### config.mk
export PLATFORM = sky130hd
export DESIGN_NAME = custom_write_burst_flat
export DESIGN_NICKNAME = d
export VERILOG_FILES = /design/src/rtl/custom_write_pkg.sv /design/src/rtl/custom_write_burst_if.sv /design/src/rtl/custom_write_burst_rise_detect.sv /design/src/rtl/custom_write_burst.sv /design/src/flat_wrapper.sv
export SDC_FILE = /design/constraint.sdc
export NUM_CORES = 1
export LEC_CHECK = 0
export ABC_CLOCK_PERIOD_IN_PS = 3350
export CORE_MARGIN = 3
export CORE_UTILIZATION = 32
export DETAILED_ROUTE_END_ITERATION = 7
export GPL_ROUTABILITY_DRIVEN = 0
export MAX_ROUTING_LAYER = met4
export PLACE_DENSITY_LB_ADDON = 0.2
export SLEW_MARGIN = 20
export SYNTH_ARGS = -nofsm -noshare
export SYNTH_HDL_FRONTEND = slang
export SYNTH_SLANG_ARGS = --single-unit
### constraint.sdc
create_clock -name clk -period 3.35 [get_ports clk]
set_input_delay 0.67 -clock clk [delete_from_list [all_inputs] [get_ports clk]]
set_output_delay 0.67 -clock clk [all_outputs]
set_load 0.05 [all_outputs]
### src/rtl/custom_write_pkg.sv
// custom_write_pkg: encodings and default constants shared by the
// arbiter-side custom writer blocks.
//   state_t       - 2-bit FSM encoding (IDLE=0, REQ=1, WRITE=2, DONE=3)
//   DEF_*         - default parameter values for custom_write_burst
//   state_is_busy - helper: any state other than IDLE counts as busy
package custom_write_pkg;

  typedef enum logic [1:0] {
    IDLE  = 2'd0,
    REQ   = 2'd1,
    WRITE = 2'd2,
    DONE  = 2'd3
  } state_t;

  localparam int unsigned DEF_W_ADDR    = 12;
  localparam int unsigned DEF_W_DATA    = 128;
  localparam int unsigned DEF_N_WORDS   = 4;
  localparam int unsigned DEF_BASE_ADDR = 5;
  localparam logic [39:0] DEF_SEED      = 40'hff_ffff_ff50;

  function automatic logic state_is_busy(input state_t st);
    return (st != IDLE);
  endfunction

endpackage

### src/rtl/custom_write_burst_if.sv
// custom_write_burst_if: trigger, arbiter handshake and RAM port-A write
// bus of the burst writer.
//   master modport - the writer (drives req/wren/addr/data/busy/done)
//   slave modport  - the environment (drives data_rdy and the grant)
interface custom_write_burst_if
  import custom_write_pkg::*;
#(
  parameter int unsigned W_ADDR = DEF_W_ADDR,
  parameter int unsigned W_DATA = DEF_W_DATA
) ();

  logic              data_rdy;
  logic              custom_gnt;
  logic              custom_req;
  logic              custom_wren_a;
  logic [W_ADDR-1:0] custom_wr_addr;
  logic [W_DATA-1:0] custom_wr_data;
  logic              custom_busy;
  logic              custom_done;

  modport master (
    input  data_rdy, custom_gnt,
    output custom_req, custom_wren_a, custom_wr_addr, custom_wr_data,
           custom_busy, custom_done
  );

  modport slave (
    output data_rdy, custom_gnt,
    input  custom_req, custom_wren_a, custom_wr_addr, custom_wr_data,
           custom_busy, custom_done
  );

endinterface

### src/rtl/custom_write_burst_rise_detect.sv
// rise_detect: 1-bit registered rising-edge detector with synchronous reset.
//   clk  - clock
//   rst  - synchronous active-high reset
//   d    - level input
//   rise - high for the cycle in which d is 1 and was 0 on the previous edge
// The first cycle after reset is masked: the previous level is unknown
// there, so a level already high across reset release must not count.
module rise_detect (
  input  logic clk,
  input  logic rst,
  input  logic d,
  output logic rise
);

  logic q_r;
  logic armed_r;

  // Previous-level register plus the post-reset arming flag.
  always_ff @(posedge clk) begin
    if (rst) begin
      q_r     <= 1'b0;
      armed_r <= 1'b0;
    end else begin
      q_r     <= d;
      armed_r <= 1'b1;
    end
  end

  assign rise = d & ~q_r & armed_r;

endmodule

### src/rtl/custom_write_burst.sv
// custom_write_burst: on each rising edge of data_rdy, requests RAM port A
// and writes N_WORDS consecutive words (addr BASE_ADDR+i, data SEED+i),
// writing only on granted cycles, then pulses done for one cycle.
//   clk        - clock, rising edge
//   custom_rst - synchronous active-high reset
//   bus        - custom_write_burst_if master: data_rdy/custom_gnt in;
//                req, wren_a, wr_addr, wr_data, busy, done out
// A trigger arriving while busy is remembered in a one-deep pending flag.
module custom_write_burst
  import custom_write_pkg::*;
#(
  parameter int unsigned       W_ADDR    = DEF_W_ADDR,
  parameter int unsigned       W_DATA    = DEF_W_DATA,
  parameter int unsigned       N_WORDS   = DEF_N_WORDS,
  parameter int unsigned       BASE_ADDR = DEF_BASE_ADDR,
  parameter logic [W_DATA-1:0] SEED      = W_DATA'(DEF_SEED)
) (
  input  logic                  clk,
  input  logic                  custom_rst,
  custom_write_burst_if.master  bus
);

  // One extra bit so idx can step past the last word without overflow.
  localparam int unsigned IW = $clog2(N_WORDS + 1);

  state_t         state_r;
  state_t         state_nxt_s;
  logic [IW-1:0]  idx_r;
  logic [IW-1:0]  idx_nxt_s;
  logic           pending_r;
  logic           pending_nxt_s;
  logic           trig_s;
  logic           req_s;
  logic           wren_s;
  logic           done_s;
  logic           last_s;

  rise_detect u_rise (
    .clk  (clk),
    .rst  (custom_rst),
    .d    (bus.data_rdy),
    .rise (trig_s)
  );

  assign last_s = (idx_r == IW'(N_WORDS - 1));

  // State, word index and pending-trigger registers.
  always_ff @(posedge clk) begin
    if (custom_rst) begin
      state_r   <= IDLE;
      idx_r     <= '0;
      pending_r <= 1'b0;
    end else begin
      state_r   <= state_nxt_s;
      idx_r     <= idx_nxt_s;
      pending_r <= pending_nxt_s;
    end
  end

  // Next-state, index/pending update and handshake outputs.
  always_comb begin
    state_nxt_s   = state_r;
    idx_nxt_s     = idx_r;
    pending_nxt_s = pending_r;
    req_s         = 1'b0;
    wren_s        = 1'b0;
    done_s        = 1'b0;
    case (state_r)
      IDLE: begin
        if (trig_s || pending_r) begin
          state_nxt_s   = REQ;
          idx_nxt_s     = '0;
          pending_nxt_s = 1'b0;
        end else begin
          state_nxt_s   = IDLE;
        end
      end
      REQ: begin
        req_s = 1'b1;
        if (trig_s) begin
          pending_nxt_s = 1'b1;
        end else begin
          pending_nxt_s = pending_r;
        end
        if (bus.custom_gnt) begin
          state_nxt_s = WRITE;
        end else begin
          state_nxt_s = REQ;
        end
      end
      WRITE: begin
        req_s  = 1'b1;
        wren_s = bus.custom_gnt;
        if (trig_s) begin
          pending_nxt_s = 1'b1;
        end else begin
          pending_nxt_s = pending_r;
        end
        // A dropped grant is a stall: nothing written, idx holds.
        if (bus.custom_gnt) begin
          idx_nxt_s = idx_r + IW'(1);
          if (last_s) begin
            state_nxt_s = DONE;
          end else begin
            state_nxt_s = WRITE;
          end
        end else begin
          idx_nxt_s = idx_r;
        end
      end
      DONE: begin
        done_s = 1'b1;
        // A trigger seen in this very cycle goes straight to REQ as well,
        // so it cannot fall between DONE and IDLE.
        if (pending_r || trig_s) begin
          state_nxt_s   = REQ;
          idx_nxt_s     = '0;
          pending_nxt_s = 1'b0;
        end else begin
          state_nxt_s   = IDLE;
        end
      end
      default: begin
        state_nxt_s   = IDLE;
        idx_nxt_s     = '0;
        pending_nxt_s = 1'b0;
      end
    endcase
  end

  assign bus.custom_req     = req_s;
  assign bus.custom_wren_a  = wren_s;
  assign bus.custom_done    = done_s;
  assign bus.custom_busy    = state_is_busy(state_r);
  // Both wrap naturally at their widths.
  assign bus.custom_wr_addr = W_ADDR'(BASE_ADDR) + W_ADDR'(idx_r);
  assign bus.custom_wr_data = SEED + W_DATA'(idx_r);

endmodule
### src/flat_wrapper.sv
// flat-port wrapper written by rule: the top's interface ports become plain ports
module custom_write_burst_flat import custom_write_pkg::*;
#(
  parameter int unsigned       W_ADDR    = DEF_W_ADDR,
  parameter int unsigned       W_DATA    = DEF_W_DATA,
  parameter int unsigned       N_WORDS   = DEF_N_WORDS,
  parameter int unsigned       BASE_ADDR = DEF_BASE_ADDR,
  parameter logic [W_DATA-1:0] SEED      = W_DATA'(DEF_SEED)
)
  (clk, custom_rst, bus_data_rdy, bus_custom_gnt, bus_custom_req, bus_custom_wren_a, bus_custom_wr_addr, bus_custom_wr_data, bus_custom_busy, bus_custom_done);
  custom_write_burst_if #(.W_ADDR(W_ADDR), .W_DATA(W_DATA)) bus_i ();
  input  logic clk;
  input  logic custom_rst;
  input wire logic [$bits(bus_i.data_rdy)-1:0] bus_data_rdy;
  input wire logic [$bits(bus_i.custom_gnt)-1:0] bus_custom_gnt;
  output wire logic [$bits(bus_i.custom_req)-1:0] bus_custom_req;
  output wire logic [$bits(bus_i.custom_wren_a)-1:0] bus_custom_wren_a;
  output wire logic [$bits(bus_i.custom_wr_addr)-1:0] bus_custom_wr_addr;
  output wire logic [$bits(bus_i.custom_wr_data)-1:0] bus_custom_wr_data;
  output wire logic [$bits(bus_i.custom_busy)-1:0] bus_custom_busy;
  output wire logic [$bits(bus_i.custom_done)-1:0] bus_custom_done;
  assign bus_i.data_rdy = bus_data_rdy;
  assign bus_i.custom_gnt = bus_custom_gnt;
  assign bus_custom_req = bus_i.custom_req;
  assign bus_custom_wren_a = bus_i.custom_wren_a;
  assign bus_custom_wr_addr = bus_i.custom_wr_addr;
  assign bus_custom_wr_data = bus_i.custom_wr_data;
  assign bus_custom_busy = bus_i.custom_busy;
  assign bus_custom_done = bus_i.custom_done;
  custom_write_burst #(.W_ADDR(W_ADDR), .W_DATA(W_DATA), .N_WORDS(N_WORDS), .BASE_ADDR(BASE_ADDR), .SEED(SEED)) u_core (.clk(clk), .custom_rst(custom_rst), .bus(bus_i));
endmodule
== Yosys cells after proc, flatten, opt, wreduce, memory -nomap -nowiden ==
Cells that the tools add are included.

* Output and inout port bits: 144
* Bits of input ports: 4
* Flip-flop bits (word level): 8

* Mux-type cells: 15
* $add $sub $neg: 3
* Bitwise operators: 3
* Reductions and logical operators: 8
* Equal/unequal tests: 7

{| class="wikitable"
|+ Operators by type and width
! operator !! count
|-
| adder 40 x 3 -> 41 bit, first input constant || 1
|-
| two-way mux 1 bit || 8
|-
| two-way mux 3 bit || 2
|-
| one-hot mux 2 bit (3 select lines) || 1
|-
| one-hot mux 3 bit (2 select lines) || 1
|-
| adder 3 x 3 -> 4 bit, first input constant || 1
|-
| == test 2 bit, second input constant || 2
|-
| two-way mux 2 bit || 2
|-
| inequality test 2 x 1 -> 1 bit, second input constant || 2
|-
| nonzero test 2 bit || 2
|-
| OR reduction 2 bit || 2
|-
| adder 3 x 1 -> 3 bit, second input constant || 1
|-
| == test 3 x 2 -> 1 bit, second input constant || 1
|-
| AND reduction 3 bit || 1
|-
| bitwise AND 1 bit || 2
|-
| == test 2 x 1 -> 1 bit, second input constant || 1
|-
| logical NOT 2 bit || 1
|-
| inequality test 2 bit, second input constant || 1
|-
| one-hot mux 1 bit (2 select lines) || 1
|-
| AND reduction 2 bit || 1
|-
| logical OR 1 bit || 1
|-
| inverter 1 bit || 1
|}

== Depth between registers and ports, before layout ==
Gate-level depths: netlist (run 1).

* Depth in word-level cells: 6
* Gate-level depth with buffers: 5

== By module ==
A second synthesis (run 1) with hierarchy kept.

* Cell total of the unflattened synthesis: 183
* Area, all modules: 1438.9 µm²

{| class="wikitable"
|+ By module, submodules not included
! module !! area an instance (µm²) !! times used !! cells each
|-
| custom_write_burst || 1380.1 || 1 || 178
|-
| rise_detect || 58.8 || 1 || 5
|}

== Least setup slack after synthesis (run 1) ==
No wires, ideal clock.

* Path type: register to register
* From: register u_core.idx_r[1]
* To: register u_core.idx_r[2]
* Library setup time: 0.074 ns
* Data arrival time: 1.964 ns
* Cell stages (with the launch flop): 5
* Setup slack: 1.312 ns
* Required time: 3.276 ns
* Period minus slack after synthesis: 2.038 ns
* Cells stage by stage: dfxtp_1 > ha_1 > ha_1 > or4_1 > a31oi_1

* Longest elaborated chain between the ends: 3

{| class="wikitable"
|+ Ends and longest elaborated chain
! item !! line !! RTL
|-
| from (decl) || custom_write_burst.sv:28 || <nowiki>logic [IW-1:0] idx_r;</nowiki>
|-
| from (signal assigned) || custom_write_burst.sv:55 || <nowiki>idx_r <= idx_nxt_s;</nowiki>
|-
| adder 3 x 1 -> 3 bit || custom_write_burst.sv:101 || <nowiki>idx_nxt_s = idx_r + IW'(1);</nowiki>
|-
| two-way mux 3 bit || custom_write_burst.sv:100 || <nowiki>if (bus.custom_gnt) begin</nowiki>
|-
| one-hot mux 3 bit (2 select lines) || custom_write_burst.sv:68 || <nowiki>case (state_r)</nowiki>
|}

No other way between the ends. The select of a mux whose other input is x is not followed.
A chain may end at the register's enable or synchronous reset.

== Worst setup path after layout (run 1) ==
* From: input port bus_custom_gnt
* To: output port bus_custom_wren_a

* Longest elaborated chain between the ends: 1

{| class="wikitable"
|+ Ends and longest elaborated chain
! item !! line !! RTL
|-
| from (decl) || flat_wrapper.sv:15 || <nowiki>input wire logic [$bits(bus_i.custom_gnt)-1:0] bus_custom_gnt;</nowiki>
|-
| two-way mux 1 bit || custom_write_burst.sv:68 ||
|-
| to (decl) || flat_wrapper.sv:17 || <nowiki>output wire logic [$bits(bus_i.custom_wren_a)-1:0] bus_custom_wren_a;</nowiki>
|}

No other way between the ends.

==> reports/results.txt, run 1 <==
global-route usage over all layers: 5.78%
vias in the first global route: 467
count of distinct cell types in the synthesized netlist: 24
antenna violations before repair: 0
Inserted Diodes: 0
biggest area contributors in the synthesized netlist: sky130_fd_sc_hd__buf_4, sky130_fd_sc_hd__dfxtp_1, sky130_fd_sc_hd__ha_1
kind of launch point of the worst setup path: primary input
count of routing violations after the opening detailed-route iteration: 10
synthesized cell area: 1450 um2
Synth Flop Type: sky130_fd_sc_hd__dfxtp_1
met1 Use GR: 5.63%
final routed wirelength across all metal layers: 1.99 mm
synthesized-area fraction occupied by xor and xnor cells: 0%
clock tree buffer depth: 2
met2 track demand over resource: 9.24%
met3 track utilization from global routing: 4.38%
max-slew violation count: 0
transition time at the pin with the least slew margin: 0.514 ns
count of hold buffers inserted by post-cts repair: 0
multiplexer share of the synthesized area: 0%
effective utilization at floorplan: 34.8%
post-synthesis async set-or-reset flop share: 0%
PD cells: 542 nW/um2
largest net degree at the start of global routing: 9
Congestion Overflow GR: 0
largest area contributor in the synthesized netlist: sky130_fd_sc_hd__buf_4
WP data arrival: 2.19 ns
router iterations before antenna repair: 4
classification of the worst-slack hold path: reg2reg
Final Cycle Share: 85.3%
final setup violation count: 0
floorplan die height: 73.4 um
routed via count divided by cell count: 2.97
number of buffers created by CTS: 3
TritonCTS Sinks: 8
Final Skew: 0.00409 ns
total number of yosys warnings: 0
number of buffers inserted by post-CTS setup repair: 0
count of port buffers added during placement: 14
clock root cell: sky130_fd_sc_hd__clkbuf_8
maximum clock rate: 350 MHz
crit path kind: in2out
required time worst endpoint: 2.68 ns
VDD IR max: 158 uV
count of fill cells added during filler insertion: 486
cell leakage power: 0.682 nW
count of mapped cells out of synthesis: 188
number of synthesized flops with an enable pin: 0
layer carrying the most global-route usage: met2
outcome: completed
Avg Inst Size Synth: 7.73 um2
core area: 4170 um2
number of hold-slack violations in the final timing report: 0
max_slew headroom: 65.6%
number of DRC violations after detailed routing: 0
type of destination of the critical path: primary output
setup repair after global routing missed its margin: false
IO Count: 148
Non-Filler Cell Area, Final: 1190 um2
Final ANT Viol Nets: 0
placed cell area: 1140 um2
first-pass GRT wire length: 2.26 mm
Synth Area in Simple Gates: 6.12%
footprint of the multi-input gates: 748 um2
layout cell share with drive strength beyond 1: 1.98%
die area: 5380 um2
average wire per cell in the routed design: 7.91 um
detailed placer's ending HPWL: 1.76 mm
layout overhead on the synthesized area: -18.3%
final worst path period need: 2.86 ns
top post-synthesis cells by count: sky130_fd_sc_hd__buf_4, sky130_fd_sc_hd__dfxtp_1, sky130_fd_sc_hd__inv_1
slack of the critical path: 0.491 ns
pre-CTS setup slack: 0.472 ns
routed vias: 749
dominant combinational cell family by area after synthesis: buffers and inverters
area fraction in compound gates after synthesis: 5.86%
number of maximum-capacitance violations: 0
proportion of netlist area held by the largest area contributor: 68.7%
clock transition at the registers of the reported paths: 0.04 ns
width of the chip: 73.4 um
post_cts resized: 0
utilization after layout: 28.4%
post-route setup TNS: 0 ns
Synth Register Bits: 8
sequential share of the synthesized area: 11.0%
CTS tree: done
Max FO, Critical Path: 7
later-pin clock latency in the skew report: 0.23 ns
net count reported at finish: 214
register area: 160 um2
leading cell type by number of instances after synthesis: sky130_fd_sc_hd__buf_4
Clock H-tree levels: 1
arithmetic-cell share of the synthesized area counting full adders, half adders and majority gates: 5.17%
floorplan row count: 23
## state kept, by name, indices dropped and copies added, names as in the netlist
signal / cells
u_core.u_rise.q_r: 1
u_core.idx_r: 3
u_core.pending_r: 1
u_core.state_r: 2
u_core.u_rise.armed_r: 1
## placed cells by master, fill, tap and decap left out, types with 3 or more instances in the layout
cell type and n:
sky130_fd_sc_hd__clkbuf_8 3, sky130_fd_sc_hd__nand4_1 3, sky130_fd_sc_hd__nor2b_1 3, sky130_fd_sc_hd__conb_1 133, sky130_fd_sc_hd__clkdlybuf4s50_1 14, sky130_fd_sc_hd__nand2_1 3
sky130_fd_sc_hd__a31oi_1 3, sky130_fd_sc_hd__ha_1 6, sky130_fd_sc_hd__inv_1 8, sky130_fd_sc_hd__o21ai_0 3, sky130_fd_sc_hd__dfxtp_1 8
## critical path: stages
cell,delay (ns)
sky130_fd_sc_hd__clkdlybuf4s50_1,0.56
sky130_fd_sc_hd__and2_1,0.16
sky130_fd_sc_hd__clkdlybuf4s50_1,0.80
## through the flow
stage	cells	hold WS, ns	total power, mW
after floorplan	319	0.469	0.615
after global placement	249	0.490	0.526
after detailed placement	249	0.491	0.525
after CTS	252	0.497	0.647
after global routing	252	0.530	0.670
final	252	0.497	0.642
## power breakdown
part,total [mW],internal (mW),switching (mW),leakage [nW]
clock network,0.116,0.0778,0.0378,0.0216
logic,0.420,0.0314,0.388,0.594
registers,0.107,0.101,0.00589,0.0655
## per-layer routing
layer  share of wire (%)  vias up
met5                   0        -
met4                0.65        0
met3                  23        2
met2                  49       83
met1                  27      313
li1                    -      351
## cell type report
| cell class | count | share of cell area (%) |
|---|---|---|
| Multi-Input combinational cell | 168 | 63.1 |
| Sequential cell | 8 | 13.5 |
| Timing Repair Buffer | 14 | 11.8 |
| Tap cell | 50 | 5.27 |
| Clock buffer | 3 | 3.48 |
| Inverter | 9 | 2.85 |
## worst paths after layout
check	from	to	slack, ns	cells after the start
worst max register to register	u_core.state_r[0]	u_core.idx_r[2]	1.64	5
worst min-delay path	u_core.state_r[1]	u_core.state_r[1]	0.50	2
worst max-delay path	bus_custom_gnt	bus_custom_wren_a	0.49	3
worst min register to register	u_core.state_r[1]	u_core.state_r[1]	0.50	2
## logic make-up (layout without fill, tap and decap cells)
group                      count (synthesis)  in the layout
AOI/OAI and AO/OA                         13             13
adders and majority gates                  6              6
buffers and inverters                    143             26
DFF                                        8              8
other                                      2            133
and+or+nand+nor                           16             16
(Power assumes the default switching activity.)
==> inputs of run 2 (changes only) <==
REMOVE_ABC_BUFFERS = 1   (was not set)
==> run 2 against run 1 <==
  * Combinational power about the same
  * Via count rose by 0.53%
  * Cell count unchanged
  * Global-route usage decreased by 0.088 points
  * Register-to-register slack barely moved
  * Design area unchanged
  * Clock skew increased by 0.0039 ns
  * Utilization stayed put
  * Clock-buffer cell count unchanged
  * Maximum frequency rose by 0.17%
  * Sequential share of layout area is the same
  * Hold slack barely moved
==> reports/results.txt, run 2 (synthesis results as in run 1) <==
die area: 5380 um2 (unchanged)
routed vias: 753 (+0.53%)
register with the most flip-flops: u_core.idx_r
largest net degree at the start of global routing: 9 (unchanged)
average wire per cell in the routed design: 7.96 um (+0.60%)
Congestion Overflow GR: 0 (unchanged)
largest registers ranked by flip-flop count: u_core.idx_r (3), u_core.state_r (2)
layout cell share with drive strength beyond 1: 1.98% (unchanged)
post_cts resized: 0 (unchanged)
count of routing violations after the opening detailed-route iteration: 25 (+15)
count of hold buffers inserted by post-cts repair: 0 (unchanged)
final routed wirelength across all metal layers: 2.01 mm (+0.60%)
cell type with the highest occurrence count on the critical path: sky130_fd_sc_hd__clkdlybuf4s50_1
max-slew violation count: 0 (unchanged)
Top delay family on crit path: buffers and inverters
clock root cell: sky130_fd_sc_hd__clkbuf_8
global-route usage over all layers: 5.69% (-0.088 points)
IO Count: 148 (unchanged)
placed cell area: 1140 um2 (unchanged)
layout overhead on the synthesized area: -18.3% (unchanged)
effective utilization at floorplan: 34.8% (unchanged)
CTS tree: done
core area: 4170 um2 (unchanged)
detailed placer's ending HPWL: 1.75 mm (-0.74%)
final worst path period need: 2.85 ns (-0.00478 ns)
final setup violation count: 0 (unchanged)
later-pin clock latency in the skew report: 0.23 ns (about the same)
cell leakage power: 0.682 nW (unchanged)
critical path startpoint: bus_custom_gnt
clock transition at the registers of the reported paths: 0.05 ns (about the same)
TritonCTS Sinks: 8 (unchanged)
classification of the worst-slack hold path: reg2reg
number of maximum-capacitance violations: 0 (unchanged)
maximum clock rate: 350 MHz (+0.17%)
number of DRC violations after detailed routing: 0 (unchanged)
PD cells: 544 nW/um2 (+0.48%)
Non-Filler Cell Area, Final: 1190 um2 (unchanged)
antenna violations before repair: 0 (unchanged)
cell at the slowest stage of the critical path: sky130_fd_sc_hd__clkdlybuf4s50_1
router iterations before antenna repair: 3 (-1)
max FFs per register: 3 (unchanged)
crit path kind: in2out
floorplan row count: 23 (unchanged)
Met3 Routed Length: 442 um (-4.7%)
net count reported at finish: 214 (unchanged)
sum of met2 wire segment lengths after detailed routing: 976 um (+0.62%)
launch instance of the worst min-delay path: u_core.state_r[1]
utilization after layout: 28.4% (unchanged)
number of buffers inserted by post-CTS setup repair: 0 (unchanged)
Final Cycle Share: 85.2% (-0.14 points)
Critical path buffers and inverters: 2 (unchanged)
cells traversed along the worst timing path: clkdlybuf4s50_1, and2_1, clkdlybuf4s50_1
required time worst endpoint: 2.68 ns (about the same)
sum of routed wire segments on met1: 561 um (+2.7%)
width of the chip: 73.4 um (unchanged)
first-pass GRT wire length: 2.21 mm (-1.9%)
vias in the first global route: 470 (+0.64%)
origin of the critical flop-to-flop path: u_core.state_r[0]
Final ANT Viol Nets: 0 (unchanged)
WP data arrival: 2.18 ns (about the same)
post-route setup TNS: 0 ns (unchanged)
Clock H-tree levels: 1 (unchanged)
kind of launch point of the worst setup path: primary input
type of destination of the critical path: primary output
max_slew headroom: 65.2% (-0.47 points)
Final Skew: 0.00800 ns (+0.00391 ns)
setup repair after global routing missed its margin: false
clock tree buffer depth: 2 (unchanged)
number of buffers created by CTS: 3 (unchanged)
commonest non-fill, non-tap cell in the layout: sky130_fd_sc_hd__conb_1
transition time at the pin with the least slew margin: 0.521 ns (+0.00710 ns)
Max FO, Critical Path: 7 (unchanged)
longest individual stage delay on the worst path: 0.80 ns (about the same)
number of hold-slack violations in the final timing report: 0 (unchanged)
count of port buffers added during placement: 14 (unchanged)
Inserted Diodes: 0 (unchanged)
floorplan die height: 73.4 um (unchanged)
VDD IR max: 130 uV (-18%)
routed via count divided by cell count: 2.99 (+0.53%)
commonest cells after routing, fill and taps aside: sky130_fd_sc_hd__conb_1, sky130_fd_sc_hd__clkdlybuf4s50_1, sky130_fd_sc_hd__inv_1, sky130_fd_sc_hd__dfxtp_1, sky130_fd_sc_hd__ha_1
Max Used Layer: met4
outcome: completed
run 2: cell counts in the layout (fill, tap and decap cells not counted):
No cell type changed its count.
run 2: final cells by class:
cell class	count	area, um2
Tap cell	50	62.6
Sequential cell	8	160
Clock buffer	3	41.3
Fill cell	475	2990
Timing Repair Buffer	14	140
Multi-Input combinational cell	168	748
Inverter	9	33.8
run 2: path summary, 6_finish.rpt:
kind,to,slack (ns),depth (start not counted)
max,bus_custom_wren_a,0.50,3
min,u_core.state_r[1],0.50,2
max reg2reg,u_core.idx_r[2],1.64,5
min reg2reg,u_core.state_r[1],0.50,2
run 2: tightest hold or removal path, stage by stage, from the launching register on:
cell and delay (ns):
sky130_fd_sc_hd__dfxtp_1 0.33, sky130_fd_sc_hd__nand2_1 0.06, sky130_fd_sc_hd__a21oi_1 0.06
run 2: layer usage:
metal	track usage, %	up-vias
met3	3.01	4
met4	3.02	0
met2	9.24	82
met1	5.46	314
met5	-	-
li1	-	353
run 2: metrics by stage:
stage | setup slack, ns | total power [mW] | std cells | hold slack, ns
after detailed placement | 0.496 | 0.524 | 249 | 0.490
final | 0.496 | 0.646 | 252 | 0.497
after global routing | 0.466 | 0.672 | 252 | 0.531
after global placement | 0.498 | 0.525 | 249 | 0.499
after CTS | 0.496 | 0.647 | 252 | 0.498
after floorplan | 1.31 | 0.491 | 185 | 0.463
run 2: where the power goes:
group	internal (mW)	switching (mW)	leakage [nW]
logic	0.0313	0.388	0.594
registers	0.101	0.00560	0.0655
clock network	0.0782	0.0414	0.0216
total	0.211	0.435	0.682
